### src/rtl/dram_ar_arbiter_if.sv
// Bus bundle for dram_ar_arbiter: requester-side AR/R vectors and the DRAM-side AR/R channel.
//   slave  : arbiter view (consumes requester AR and DRAM R, drives DRAM AR and requester R).
//   master : environment view (requesters + DRAM model), the mirror of slave.
// Vector signal x carries requester i's slice at index/offset i.
interface dram_ar_arbiter_if #(
  parameter int unsigned SEL_WIDTH       = 1,
  parameter int unsigned ADDR_WIDTH      = 16,
  parameter int unsigned ID_WIDTH        = 8,
  parameter int unsigned BURST_LEN_WIDTH = 8,
  parameter int unsigned DATA_WIDTH      = 256
);
  localparam int unsigned NumReq = 1 << SEL_WIDTH;

  // Requester-side AR
  logic [NumReq-1:0]                 s_ar_valid;
  logic [NumReq-1:0]                 s_ar_ready;
  logic [NumReq*ADDR_WIDTH-1:0]      s_ar_addr;
  logic [NumReq*BURST_LEN_WIDTH-1:0] s_ar_len;
  logic [NumReq*ID_WIDTH-1:0]        s_ar_id;
  // DRAM-side AR
  logic                              m_ar_valid;
  logic                              m_ar_ready;
  logic [ADDR_WIDTH-1:0]             m_ar_addr;
  logic [BURST_LEN_WIDTH-1:0]        m_ar_len;
  logic [ID_WIDTH+SEL_WIDTH-1:0]     m_ar_id;
  // DRAM-side R
  logic                              m_r_valid;
  logic                              m_r_ready;
  logic                              m_r_last;
  logic [DATA_WIDTH-1:0]             m_r_data;
  logic [ID_WIDTH+SEL_WIDTH-1:0]     m_r_id;
  // Requester-side R
  logic [NumReq-1:0]                 s_r_valid;
  logic [NumReq-1:0]                 s_r_ready;
  logic                              s_r_last;
  logic [DATA_WIDTH-1:0]             s_r_data;
  logic [ID_WIDTH-1:0]               s_r_id;

  modport slave (
    input  s_ar_valid, s_ar_addr, s_ar_len, s_ar_id, m_ar_ready,
    input  m_r_valid, m_r_last, m_r_data, m_r_id, s_r_ready,
    output s_ar_ready, m_ar_valid, m_ar_addr, m_ar_len, m_ar_id,
    output m_r_ready, s_r_valid, s_r_last, s_r_data, s_r_id
  );

  modport master (
    output s_ar_valid, s_ar_addr, s_ar_len, s_ar_id, m_ar_ready,
    output m_r_valid, m_r_last, m_r_data, m_r_id, s_r_ready,
    input  s_ar_ready, m_ar_valid, m_ar_addr, m_ar_len, m_ar_id,
    input  m_r_ready, s_r_valid, s_r_last, s_r_data, s_r_id
  );
endinterface

### src/rtl/dram_ar_arbiter.sv
// Round-robin arbiter sharing one DRAM AXI read port among 1<<SEL_WIDTH read masters.
//   AR: one registered output stage; the winner index is prepended to its ID on the DRAM side.
//   R : beats are routed back combinationally by decoding the upper ID bits.
// Ports:
//   clk, rst          - rising-edge clock, synchronous active-high reset
//   bus (slave)       - requester AR/R vectors and DRAM AR/R channel
//   crs_outstandLimit - max outstanding bursts per requester (0 = unlimited)
//   err_underflow     - sticky: R last seen for a requester with no outstanding burst
// Optional feature: define ARB_OUTSTAND_LIMIT_EN to build the per-requester outstanding-burst
// limiter. Without it, crs_outstandLimit is ignored and err_underflow is tied low.
module dram_ar_arbiter #(
  parameter int unsigned SEL_WIDTH       = 1,
  parameter int unsigned ADDR_WIDTH      = 16,
  parameter int unsigned ID_WIDTH        = 8,
  parameter int unsigned BURST_LEN_WIDTH = 8,
  parameter int unsigned DATA_WIDTH      = 256,
  parameter int unsigned OUTSTAND_WIDTH  = 5
) (
  input  logic                      clk,
  input  logic                      rst,
  dram_ar_arbiter_if.slave          bus,
  input  logic [OUTSTAND_WIDTH-1:0] crs_outstandLimit,
  output logic                      err_underflow
);
  localparam int unsigned NumReq  = 1 << SEL_WIDTH;
  localparam int unsigned MidWidth = ID_WIDTH + SEL_WIDTH;

  typedef enum logic [0:0] {StIdle, StBusy} state_e;

  state_e                     state_q, state_d;
  logic [SEL_WIDTH-1:0]       ptr_q, ptr_d;
  logic [ADDR_WIDTH-1:0]      addr_q, addr_d;
  logic [BURST_LEN_WIDTH-1:0] len_q, len_d;
  logic [MidWidth-1:0]        id_q, id_d;

  logic [NumReq-1:0]    allow;
  logic [NumReq-1:0]    eligible;
  logic                 acc;
  logic                 found;
  logic                 grant;
  logic [SEL_WIDTH-1:0] winner;
  logic [SEL_WIDTH-1:0] idx;
  logic [SEL_WIDTH-1:0] r_sel;

  // ---------------------------------------------------------------------------------------------
  // R routing: purely combinational, independent of the AR FSM
  // ---------------------------------------------------------------------------------------------
  assign r_sel = bus.m_r_id[MidWidth-1:ID_WIDTH];

  always_comb begin
    bus.s_r_valid        = '0;
    bus.s_r_valid[r_sel] = bus.m_r_valid;
    bus.m_r_ready        = bus.s_r_ready[r_sel];
    bus.s_r_last         = bus.m_r_last;
    bus.s_r_data         = bus.m_r_data;
    bus.s_r_id           = bus.m_r_id[ID_WIDTH-1:0];
  end

  // ---------------------------------------------------------------------------------------------
  // Arbitration: first eligible requester searching upward from ptr, wrapping at NumReq
  // ---------------------------------------------------------------------------------------------
  assign eligible = bus.s_ar_valid & allow;
  assign acc      = (state_q == StIdle) || bus.m_ar_ready;
  // Gating by rst keeps s_ar_ready low and the counters untouched while in reset.
  assign grant    = acc && found && !rst;

  always_comb begin
    found  = 1'b0;
    winner = ptr_q;
    idx    = ptr_q;
    for (int unsigned k = 0; k < NumReq; k++) begin
      idx = ptr_q + SEL_WIDTH'(k);
      if (!found && eligible[idx]) begin
        found  = 1'b1;
        winner = idx;
      end
    end
  end

  always_comb begin
    bus.s_ar_ready = '0;
    if (grant) bus.s_ar_ready[winner] = 1'b1;
  end

  // ---------------------------------------------------------------------------------------------
  // AR FSM: state register / next state / outputs
  // ---------------------------------------------------------------------------------------------
  always_ff @(posedge clk) begin
    if (rst) begin
      state_q <= StIdle;
      ptr_q   <= '0;
      addr_q  <= '0;
      len_q   <= '0;
      id_q    <= '0;
    end else begin
      state_q <= state_d;
      ptr_q   <= ptr_d;
      addr_q  <= addr_d;
      len_q   <= len_d;
      id_q    <= id_d;
    end
  end

  always_comb begin
    state_d = state_q;
    ptr_d   = ptr_q;
    addr_d  = addr_q;
    len_d   = len_q;
    id_d    = id_q;
    // Without acc the output stage is stalled and everything holds (AXI valid-stable).
    if (acc) begin
      if (found) begin
        state_d = StBusy;
        ptr_d   = winner + SEL_WIDTH'(1);
        addr_d  = bus.s_ar_addr[winner*ADDR_WIDTH +: ADDR_WIDTH];
        len_d   = bus.s_ar_len[winner*BURST_LEN_WIDTH +: BURST_LEN_WIDTH];
        id_d    = {winner, bus.s_ar_id[winner*ID_WIDTH +: ID_WIDTH]};
      end else begin
        state_d = StIdle;
      end
    end
  end

  always_comb begin
    bus.m_ar_valid = (state_q == StBusy);
    bus.m_ar_addr  = addr_q;
    bus.m_ar_len   = len_q;
    bus.m_ar_id    = id_q;
  end

  // ---------------------------------------------------------------------------------------------
  // Outstanding-burst limiter
  // ---------------------------------------------------------------------------------------------
`ifdef ARB_OUTSTAND_LIMIT_EN
  logic [OUTSTAND_WIDTH-1:0] cnt_q [NumReq];
  logic [OUTSTAND_WIDTH-1:0] cnt_d [NumReq];
  logic [NumReq-1:0]         inc;
  logic [NumReq-1:0]         dec;
  logic                      r_done;
  logic                      err_q, err_d;

  assign r_done = bus.m_r_valid && bus.m_r_ready && bus.m_r_last;

  always_comb begin
    for (int unsigned i = 0; i < NumReq; i++) begin
      allow[i] = (cnt_q[i] != '1) &&
                 ((crs_outstandLimit == '0) || (cnt_q[i] < crs_outstandLimit));
      inc[i]   = grant && (winner == SEL_WIDTH'(i));
      dec[i]   = r_done && (r_sel == SEL_WIDTH'(i));
    end
  end

  always_comb begin
    err_d = err_q;
    for (int unsigned i = 0; i < NumReq; i++) begin
      cnt_d[i] = cnt_q[i];
      if (inc[i] && !dec[i]) begin
        cnt_d[i] = cnt_q[i] + OUTSTAND_WIDTH'(1);
      end else if (dec[i] && !inc[i]) begin
        // A return with nothing outstanding is a protocol error; hold the count at 0.
        if (cnt_q[i] == '0) err_d = 1'b1;
        else                cnt_d[i] = cnt_q[i] - OUTSTAND_WIDTH'(1);
      end
    end
  end

  always_ff @(posedge clk) begin
    if (rst) begin
      for (int unsigned i = 0; i < NumReq; i++) cnt_q[i] <= '0;
      err_q <= 1'b0;
    end else begin
      cnt_q <= cnt_d;
      err_q <= err_d;
    end
  end

  assign err_underflow = err_q;
`else
  logic unused_limit;

  assign allow         = '1;
  assign err_underflow = 1'b0;
  assign unused_limit  = ^crs_outstandLimit;
`endif

endmodule

### src/flat_wrapper.sv
// flat-port wrapper written by rule: the top's interface ports become plain ports
module dram_ar_arbiter_flat 
#(
  parameter int unsigned SEL_WIDTH       = 1,
  parameter int unsigned ADDR_WIDTH      = 16,
  parameter int unsigned ID_WIDTH        = 8,
  parameter int unsigned BURST_LEN_WIDTH = 8,
  parameter int unsigned DATA_WIDTH      = 256,
  parameter int unsigned OUTSTAND_WIDTH  = 5
)
  (clk, rst, crs_outstandLimit, err_underflow, bus_s_ar_valid, bus_s_ar_addr, bus_s_ar_len, bus_s_ar_id, bus_m_ar_ready, bus_m_r_valid, bus_m_r_last, bus_m_r_data, bus_m_r_id, bus_s_r_ready, bus_s_ar_ready, bus_m_ar_valid, bus_m_ar_addr, bus_m_ar_len, bus_m_ar_id, bus_m_r_ready, bus_s_r_valid, bus_s_r_last, bus_s_r_data, bus_s_r_id);
  dram_ar_arbiter_if #(.SEL_WIDTH(SEL_WIDTH), .ADDR_WIDTH(ADDR_WIDTH), .ID_WIDTH(ID_WIDTH), .BURST_LEN_WIDTH(BURST_LEN_WIDTH), .DATA_WIDTH(DATA_WIDTH)) bus_i ();
  input  logic clk;
  input  logic rst;
  input  logic [OUTSTAND_WIDTH-1:0] crs_outstandLimit;
  output logic err_underflow;
  input wire logic [$bits(bus_i.s_ar_valid)-1:0] bus_s_ar_valid;
  input wire logic [$bits(bus_i.s_ar_addr)-1:0] bus_s_ar_addr;
  input wire logic [$bits(bus_i.s_ar_len)-1:0] bus_s_ar_len;
  input wire logic [$bits(bus_i.s_ar_id)-1:0] bus_s_ar_id;
  input wire logic [$bits(bus_i.m_ar_ready)-1:0] bus_m_ar_ready;
  input wire logic [$bits(bus_i.m_r_valid)-1:0] bus_m_r_valid;
  input wire logic [$bits(bus_i.m_r_last)-1:0] bus_m_r_last;
  input wire logic [$bits(bus_i.m_r_data)-1:0] bus_m_r_data;
  input wire logic [$bits(bus_i.m_r_id)-1:0] bus_m_r_id;
  input wire logic [$bits(bus_i.s_r_ready)-1:0] bus_s_r_ready;
  output wire logic [$bits(bus_i.s_ar_ready)-1:0] bus_s_ar_ready;
  output wire logic [$bits(bus_i.m_ar_valid)-1:0] bus_m_ar_valid;
  output wire logic [$bits(bus_i.m_ar_addr)-1:0] bus_m_ar_addr;
  output wire logic [$bits(bus_i.m_ar_len)-1:0] bus_m_ar_len;
  output wire logic [$bits(bus_i.m_ar_id)-1:0] bus_m_ar_id;
  output wire logic [$bits(bus_i.m_r_ready)-1:0] bus_m_r_ready;
  output wire logic [$bits(bus_i.s_r_valid)-1:0] bus_s_r_valid;
  output wire logic [$bits(bus_i.s_r_last)-1:0] bus_s_r_last;
  output wire logic [$bits(bus_i.s_r_data)-1:0] bus_s_r_data;
  output wire logic [$bits(bus_i.s_r_id)-1:0] bus_s_r_id;
  assign bus_i.s_ar_valid = bus_s_ar_valid;
  assign bus_i.s_ar_addr = bus_s_ar_addr;
  assign bus_i.s_ar_len = bus_s_ar_len;
  assign bus_i.s_ar_id = bus_s_ar_id;
  assign bus_i.m_ar_ready = bus_m_ar_ready;
  assign bus_i.m_r_valid = bus_m_r_valid;
  assign bus_i.m_r_last = bus_m_r_last;
  assign bus_i.m_r_data = bus_m_r_data;
  assign bus_i.m_r_id = bus_m_r_id;
  assign bus_i.s_r_ready = bus_s_r_ready;
  assign bus_s_ar_ready = bus_i.s_ar_ready;
  assign bus_m_ar_valid = bus_i.m_ar_valid;
  assign bus_m_ar_addr = bus_i.m_ar_addr;
  assign bus_m_ar_len = bus_i.m_ar_len;
  assign bus_m_ar_id = bus_i.m_ar_id;
  assign bus_m_r_ready = bus_i.m_r_ready;
  assign bus_s_r_valid = bus_i.s_r_valid;
  assign bus_s_r_last = bus_i.s_r_last;
  assign bus_s_r_data = bus_i.s_r_data;
  assign bus_s_r_id = bus_i.s_r_id;
  dram_ar_arbiter #(.SEL_WIDTH(SEL_WIDTH), .ADDR_WIDTH(ADDR_WIDTH), .ID_WIDTH(ID_WIDTH), .BURST_LEN_WIDTH(BURST_LEN_WIDTH), .DATA_WIDTH(DATA_WIDTH), .OUTSTAND_WIDTH(OUTSTAND_WIDTH)) u_core (.clk(clk), .rst(rst), .bus(bus_i), .crs_outstandLimit(crs_outstandLimit), .err_underflow(err_underflow));
endmodule
### config.mk
export PLATFORM = sky130hd
export DESIGN_NAME = dram_ar_arbiter_flat
export DESIGN_NICKNAME = d
export VERILOG_FILES = /design/src/rtl/dram_ar_arbiter_if.sv /design/src/rtl/dram_ar_arbiter.sv /design/src/flat_wrapper.sv
export SDC_FILE = /design/constraint.sdc
export NUM_CORES = 1
export LEC_CHECK = 0
export BUFFER_PORTS_ARGS = -buffer_cell sky130_fd_sc_hd__buf_2
export CAP_MARGIN = 20
export CORE_AREA = 2 2 253 255
export CTS_CLUSTER_SIZE = 25
export DETAILED_ROUTE_END_ITERATION = 8
export DIE_AREA = 0 0 255 257
export HOLD_SLACK_MARGIN = 0.12
export PLACE_DENSITY = 0.3
export SKIP_LAST_GASP = 1
export SYNTH_ARGS = -nofsm -noshare
export SYNTH_HDL_FRONTEND = slang
export SYNTH_SLANG_ARGS = --single-unit
### constraint.sdc
create_clock -name clk -period 1.85 [get_ports clk]
set_input_delay 0.185 -clock clk [delete_from_list [all_inputs] [get_ports clk]]
set_output_delay 0.185 -clock clk [all_outputs]
set_load 0.01 [all_outputs]
**Yosys cells after proc, flatten, opt, wreduce, memory -nomap -nowiden**

Cells that the tools add are included.

- Add/sub/neg operators: 2
- $lt $le $gt $ge: 6
- Shift operators: 3
- Multiplexer cells: 15
- Bitwise operators: 2
- Reductions and logical operators: 9

Operators by type and width:

| operator | number |
|---|---|
| 16-bit by 5-bit variable part select with 8-bit output | 2 |
| 32-bit by 6-bit variable part select with 16-bit output | 1 |
| 1-bit 2-to-1 mux | 12 |
| 1-bit by 2-bit less-than comparator with 1-bit output (second input constant) | 4 |
| 1-bit logical AND | 5 |
| 1-bit adder (second input constant) | 2 |
| 2-bit bitwise AND | 1 |
| 1-bit demux with 1-bit select | 2 |
| 1-bit >= comparator (second input constant) | 2 |
| 1-bit zero test | 2 |
| 2-bit 2-to-1 mux | 1 |
| 2-bit AND reduction | 1 |
| 1-bit logical OR | 1 |
| 1-bit inverter | 1 |

- Register bits after elaboration: 35
- Bits of input ports: 343
- Output and inout port bits: 305
- Logic and storage cells: 42

**Logic depth before layout (Yosys ltp)**

- Depth after elaboration: 11
- Gate-level depth with buffers: 6
- Mapped depth without buffers: 3

**Least setup slack after synthesis**

OpenSTA, ideal clock, no wires.

- Path kind: register -> output
- From: register u_core.state_q, in the netlist u_core.bus.m_ar_valid
- To: output port bus_s_ar_ready[1]
- Arrival time: 0.969 ns
- Data required time: 1.665 ns
- Setup slack: 0.696 ns
- Cell stages (with the launch flop): 6
- Buffers on the path: 2
- Path through: dfxtp_1 > nand2b_1 > buf_2 > buf_2 > nand3_1 > nor2_1

- Longest elaborated chain between the ends: 5

RTL lines:

| what | RTL line | RTL |
|---|---|---|
| start, declared | dram_ar_arbiter.sv:30 | `state_e state_q, state_d;` |
| start signal, assigned | dram_ar_arbiter.sv:90 | `state_q <= StIdle;` |
| start signal, assigned | dram_ar_arbiter.sv:96 | `state_q <= state_d;` |
| 1-bit inverter | dram_ar_arbiter.sv:63 | `assign acc = (state_q == StIdle) \|\| bus.m_ar_ready;` |
| 1-bit logical OR | dram_ar_arbiter.sv:63 |  |
| 1-bit logical AND (2 in series) | dram_ar_arbiter.sv:65 | `assign grant = acc && found && !rst;` |
| 2-bit 2-to-1 mux | dram_ar_arbiter.sv:82 | `if (grant) bus.s_ar_ready[winner] = 1'b1;` |
| end, declared | flat_wrapper.sv:27 | `output wire logic [$bits(bus_i.s_ar_ready)-1:0] bus_s_ar_ready;` |

No other way between the ends.

**Worst setup path after layout**

- From: register u_core.ptr_q
- To: register u_core.addr_q[11], in the netlist u_core.bus.m_ar_addr[11]

- Longest elaborated chain between the ends: 7
- Elaborated cells on any way between the ends: 12
- Classes of those cells: add/sub: 1; shift: 1; mux: 7; reduce/logical: 3

RTL lines:

| what | RTL line | RTL |
|---|---|---|
| start, declared | dram_ar_arbiter.sv:31 | `logic [SEL_WIDTH-1:0] ptr_q, ptr_d;` |
| start signal, assigned | dram_ar_arbiter.sv:97 | `ptr_q <= ptr_d;` |
| 1-bit 2-to-1 mux (not written as such) (2 in series) | dram_ar_arbiter.sv:73 | `if (!found && eligible[idx]) begin` |
| 1-bit 2-to-1 mux | dram_ar_arbiter.sv:73 |  |
| 1-bit zero test | dram_ar_arbiter.sv:73 |  |
| 1-bit logical AND | dram_ar_arbiter.sv:73 |  |
| 1-bit 2-to-1 mux | dram_ar_arbiter.sv:73 |  |
| 32-bit by 6-bit variable part select with 16-bit output or 2-bit AND reduction (tied branches) | n/a |  |
| end signal, assigned | dram_ar_arbiter.sv:98 | `addr_q <= addr_d;` |
| end, declared | dram_ar_arbiter.sv:32 | `logic [ADDR_WIDTH-1:0] addr_q, addr_d;` |

Several ways; a longest one is shown, not always the timed one. The select of a mux whose other input is x is not followed.
A chain may end at the register's enable or synchronous reset.

==> impl_metrics.tcl <==
set metrics [dict create \
    vias_per_cell 2.38 \
    setup_tns_ps 0 \
    yosys_register_bits 35 \
    min_from "bus_s_ar_addr[29]" \
    fin_crit_sh 0.945 \
    start_kind "flip-flop" \
    wl_per_cell_um 15.7 \
    hp-class "input pin to flip-flop" \
    yosysWarnings 0 \
    leakagePower_nw 1.29 \
    grt_first_pass_wirelength_um 23700 \
    floorplan.rows 92 \
    ant_nets 0 \
    hold_end "u_core.bus.m_ar_addr[13]" \
    initial_core_util 0.0605 \
    crit_buf_inv 2 \
    grt_overflow 0 \
    r2r_start "u_core.ptr_q" \
    rsz0062_at_grt "no" \
    worstRegToRegCells 5 \
    synth_cell_types 23 \
    p_int_w 0.00170 \
    cts_htree_levels 2 \
    maxCapViolations 0 \
    path_delay_family "buffers and inverters" \
    path_class "flip-flop to flip-flop" \
    cp-end-kind "flip-flop" \
    pwr-share-clk 0.446 \
    syn2layout_area_growth_pct 2.47 \
    rrSetupSlack_ps 100 \
    setup_viol 0 \
    utilization 0.0620 \
    cts_resized 0 \
    cts_tree "built" \
    worst_pin_slew_ps 664 \
    worstPathRequired_ps 2110 \
    dieArea_sq_um 65500 \
    grt_usage 0.0549 \
    drive_gt1_frac 0.409 \
    drc 0 \
    hpwl_um 14500 \
    clk_pin_slew_worst_paths_ps 80 \
    power_frac_comb 0.227 \
    die_w_um 255 \
    port_buffers 111 \
    ir_drop_v 0.000288 \
    clkLatencyLatePin_ps 320 \
    cts_root_buffer "clkbuf_16" \
    crit_fanout 7 \
    cts_sinks 35 \
    min_path_cells 3 \
    power.density_nw_per_um2 661 \
    diodes 0 \
    ys_seq_area_frac 0.185 \
    synth_area_sq_um 3790 \
    path_cells "nand2b_2 -> buf_4 -> nand4_1 -> a31oi_1 -> dlygate4sd3_1" \
    regToRegEndpoint "u_core.bus.m_ar_addr[11]" \
    clk_path_buf_depth 2 \
    antenna_found_initial 1 \
    status "finished clean" \
    max_stage_delay_ps 550 \
    p_sw_frac 0.338 \
    hold_viol_final 0 \
    p_switching_w 0.000870 \
    io_pins 648 \
    routed_wl_um 18700 \
    cp.depth 5 \
    hold_slack_ps 149 \
    routed-via-count 2851 \
    min_period_ps 1750 \
    drt-initial-drc-count 145 \
    cp.arrival_ps 2010 \
    syn_area_per_cell_sq_um 7.87 \
    finalWeightedCongestion 0.577 \
    cpMaxStageDelayCell "dlygate4sd3_1" \
    seq_power_share 0.328 \
    grt_pass1_vias 2909 \
    firstDrtPassIters 4 \
    maxSlewHeadroom 0.558 \
    fin_worst_skew_ps 13.0 \
    nets 694 \
    slew_viol_final 0 \
    syn_inst 482 \
    coreArea_sq_um 62700 \
    cts_made_buffers 5 \
    die_y_um 257 \
    synthesis.nets 825 \
    fmax_ghz 0.572 \
    grt_max_degree 32 \
]
==> power by group through the flow <==
| stage | sequential (W) | combinational (W) | clock (W) |
|---|---|---|---|
| final | 0.000843 | 0.000583 | 0.00115 |
| after global routing | 0.000851 | 0.000638 | 0.00127 |
| after CTS | 0.000844 | 0.000602 | 0.00127 |
| after detailed placement | 0.000860 | 0.000549 | 0 |
| after global placement | 0.000861 | 0.000552 | 0 |
| after floorplan | 0.000883 | 0.000811 | 0 |
==> cells in the mapped netlist <==
| cell | instances | area [sq um] |
|---|---|---|
| and2b_1 | 1 | 7.51 |
| clkbuf_1 | 3 | 11.3 |
| nor2_4 | 1 | 11.3 |
| buf_6 | 8 | 90.1 |
| nand2b_1 | 2 | 12.5 |
| mux2_2 | 1 | 11.3 |
| buf_2 | 15 | 75.1 |
| conb_1 | 1 | 3.75 |
| clkbuf_2 | 4 | 20.0 |
| nand4_1 | 64 | 400 |
| a21oi_1 | 3 | 15.0 |
| o21ai_0 | 31 | 155 |
| and2_1 | 1 | 6.26 |
| nand2b_2 | 1 | 8.76 |
| nand2_1 | 1 | 3.75 |
| dfxtp_1 | 35 | 701 |
| a31oi_1 | 32 | 200 |
| inv_1 | 1 | 3.75 |
| buf_4 | 269 | 2020 |
| o21ai_1 | 3 | 15.0 |
| nor2b_1 | 1 | 6.26 |
| nor2_1 | 2 | 7.51 |
| nand3_1 | 2 | 10.0 |
==> registers in the layout, indices dropped and copies added, names as in the netlist <==
register / cells
u_core.bus.m_ar_addr: 16
u_core.bus.m_ar_id: 9
u_core.bus.m_ar_len: 8
u_core.bus.m_ar_valid: 1
u_core.ptr_q: 1
==> placed cells by master, fill, tap and decap left out, types with 2 or more instances in the layout <==
| cell type | Yosys | layout |
|---|---|---|
| buf_2 | 15 | 111 |
| a21oi_1 | 3 | 3 |
| a31oi_1 | 32 | 32 |
| dfxtp_1 | 35 | 35 |
| buf_12 | 0 | 5 |
| o21ai_1 | 3 | 3 |
| nor2_1 | 2 | 2 |
| clkbuf_16 | 0 | 5 |
| nand3_1 | 2 | 2 |
| o21ai_0 | 31 | 31 |
| nand4_1 | 64 | 64 |
| dlygate4sd3_1 | 0 | 31 |
| buf_4 | 269 | 14 |
==> per-stage QoR <==
stage          power, W  std cells  setup WS (ps)  instance area [sq um]
2_1_floorplan   0.00169        482            696                   3790
3_3_place_gp    0.00141       1159            371                   3410
3_5_place_dp    0.00141       1159            375                   3410
4_1_cts         0.00272       1198           44.1                   3890
5_1_grt         0.00276       1198           1.70                   3890
6_report        0.00257       1198            102                   3890
==> worst register-to-register path: stages (launching register included) <==
cell and delay (ps):
dfxtp_1 360, nand2b_2 300, buf_4 200, nand4_1 100, a31oi_1 180, dlygate4sd3_1 550
==> repair_timing <==
item / 4_1_cts / 5_1_grt
buffers inserted: 0 / 0
hold buffers: 31 / 0
hold endpoints to repair: 22 / 0
==> how the worst max path moves through the flow <==
stage,slack (ps),end,from
global route,2,bus_s_ar_ready[1],u_core.ptr_q
CTS,40,bus_s_ar_ready[1],u_core.ptr_q
floorplan,700,bus_s_ar_ready[1],u_core.bus.m_ar_valid
global placement,370,u_core.bus.m_ar_addr[15],bus_s_ar_valid[0]
detailed placement,370,u_core.bus.m_ar_len[4],bus_s_ar_valid[0]
finish,100,u_core.bus.m_ar_addr[11],u_core.ptr_q
==> area by class of cell <==
class / instances / area (sq um)
Clock buffer: 5 / 125
Tap cell: 846 / 1060
Fill cell: 7448 / 58800
Multi-Input combinational cell: 147 / 886
Clock inverter: 3 / 43.8
Inverter: 1 / 3.75
Timing Repair Buffer: 161 / 1070
Sequential cell: 35 / 701
==> per-layer routing <==
| metal | global-route usage | up-vias | wire length [um] |
|---|---|---|---|
| met5 | 0 | - | 0 |
| met4 | 0.0434 | 0 | 1410 |
| met3 | 0.0349 | 133 | 2670 |
| met2 | 0.0818 | 321 | 8140 |
| met1 | 0.0539 | 1269 | 6530 |
| li1 | - | 1128 | - |
==> cells by family (layout without fill, tap and decap cells) <==
| kind of cell | Yosys count | count (layout) | share of synthesized area |
|---|---|---|---|
| flops | 35 | 35 | 0.185 |
| mux | 1 | 1 | 0.00297 |
| other cells | 1 | 1 | 0.000988 |
| buf+inv | 300 | 170 | 0.585 |
| compound gates | 69 | 69 | 0.102 |
| simple gates | 76 | 76 | 0.125 |
Note: power is estimated with default switching activity, not from simulation.
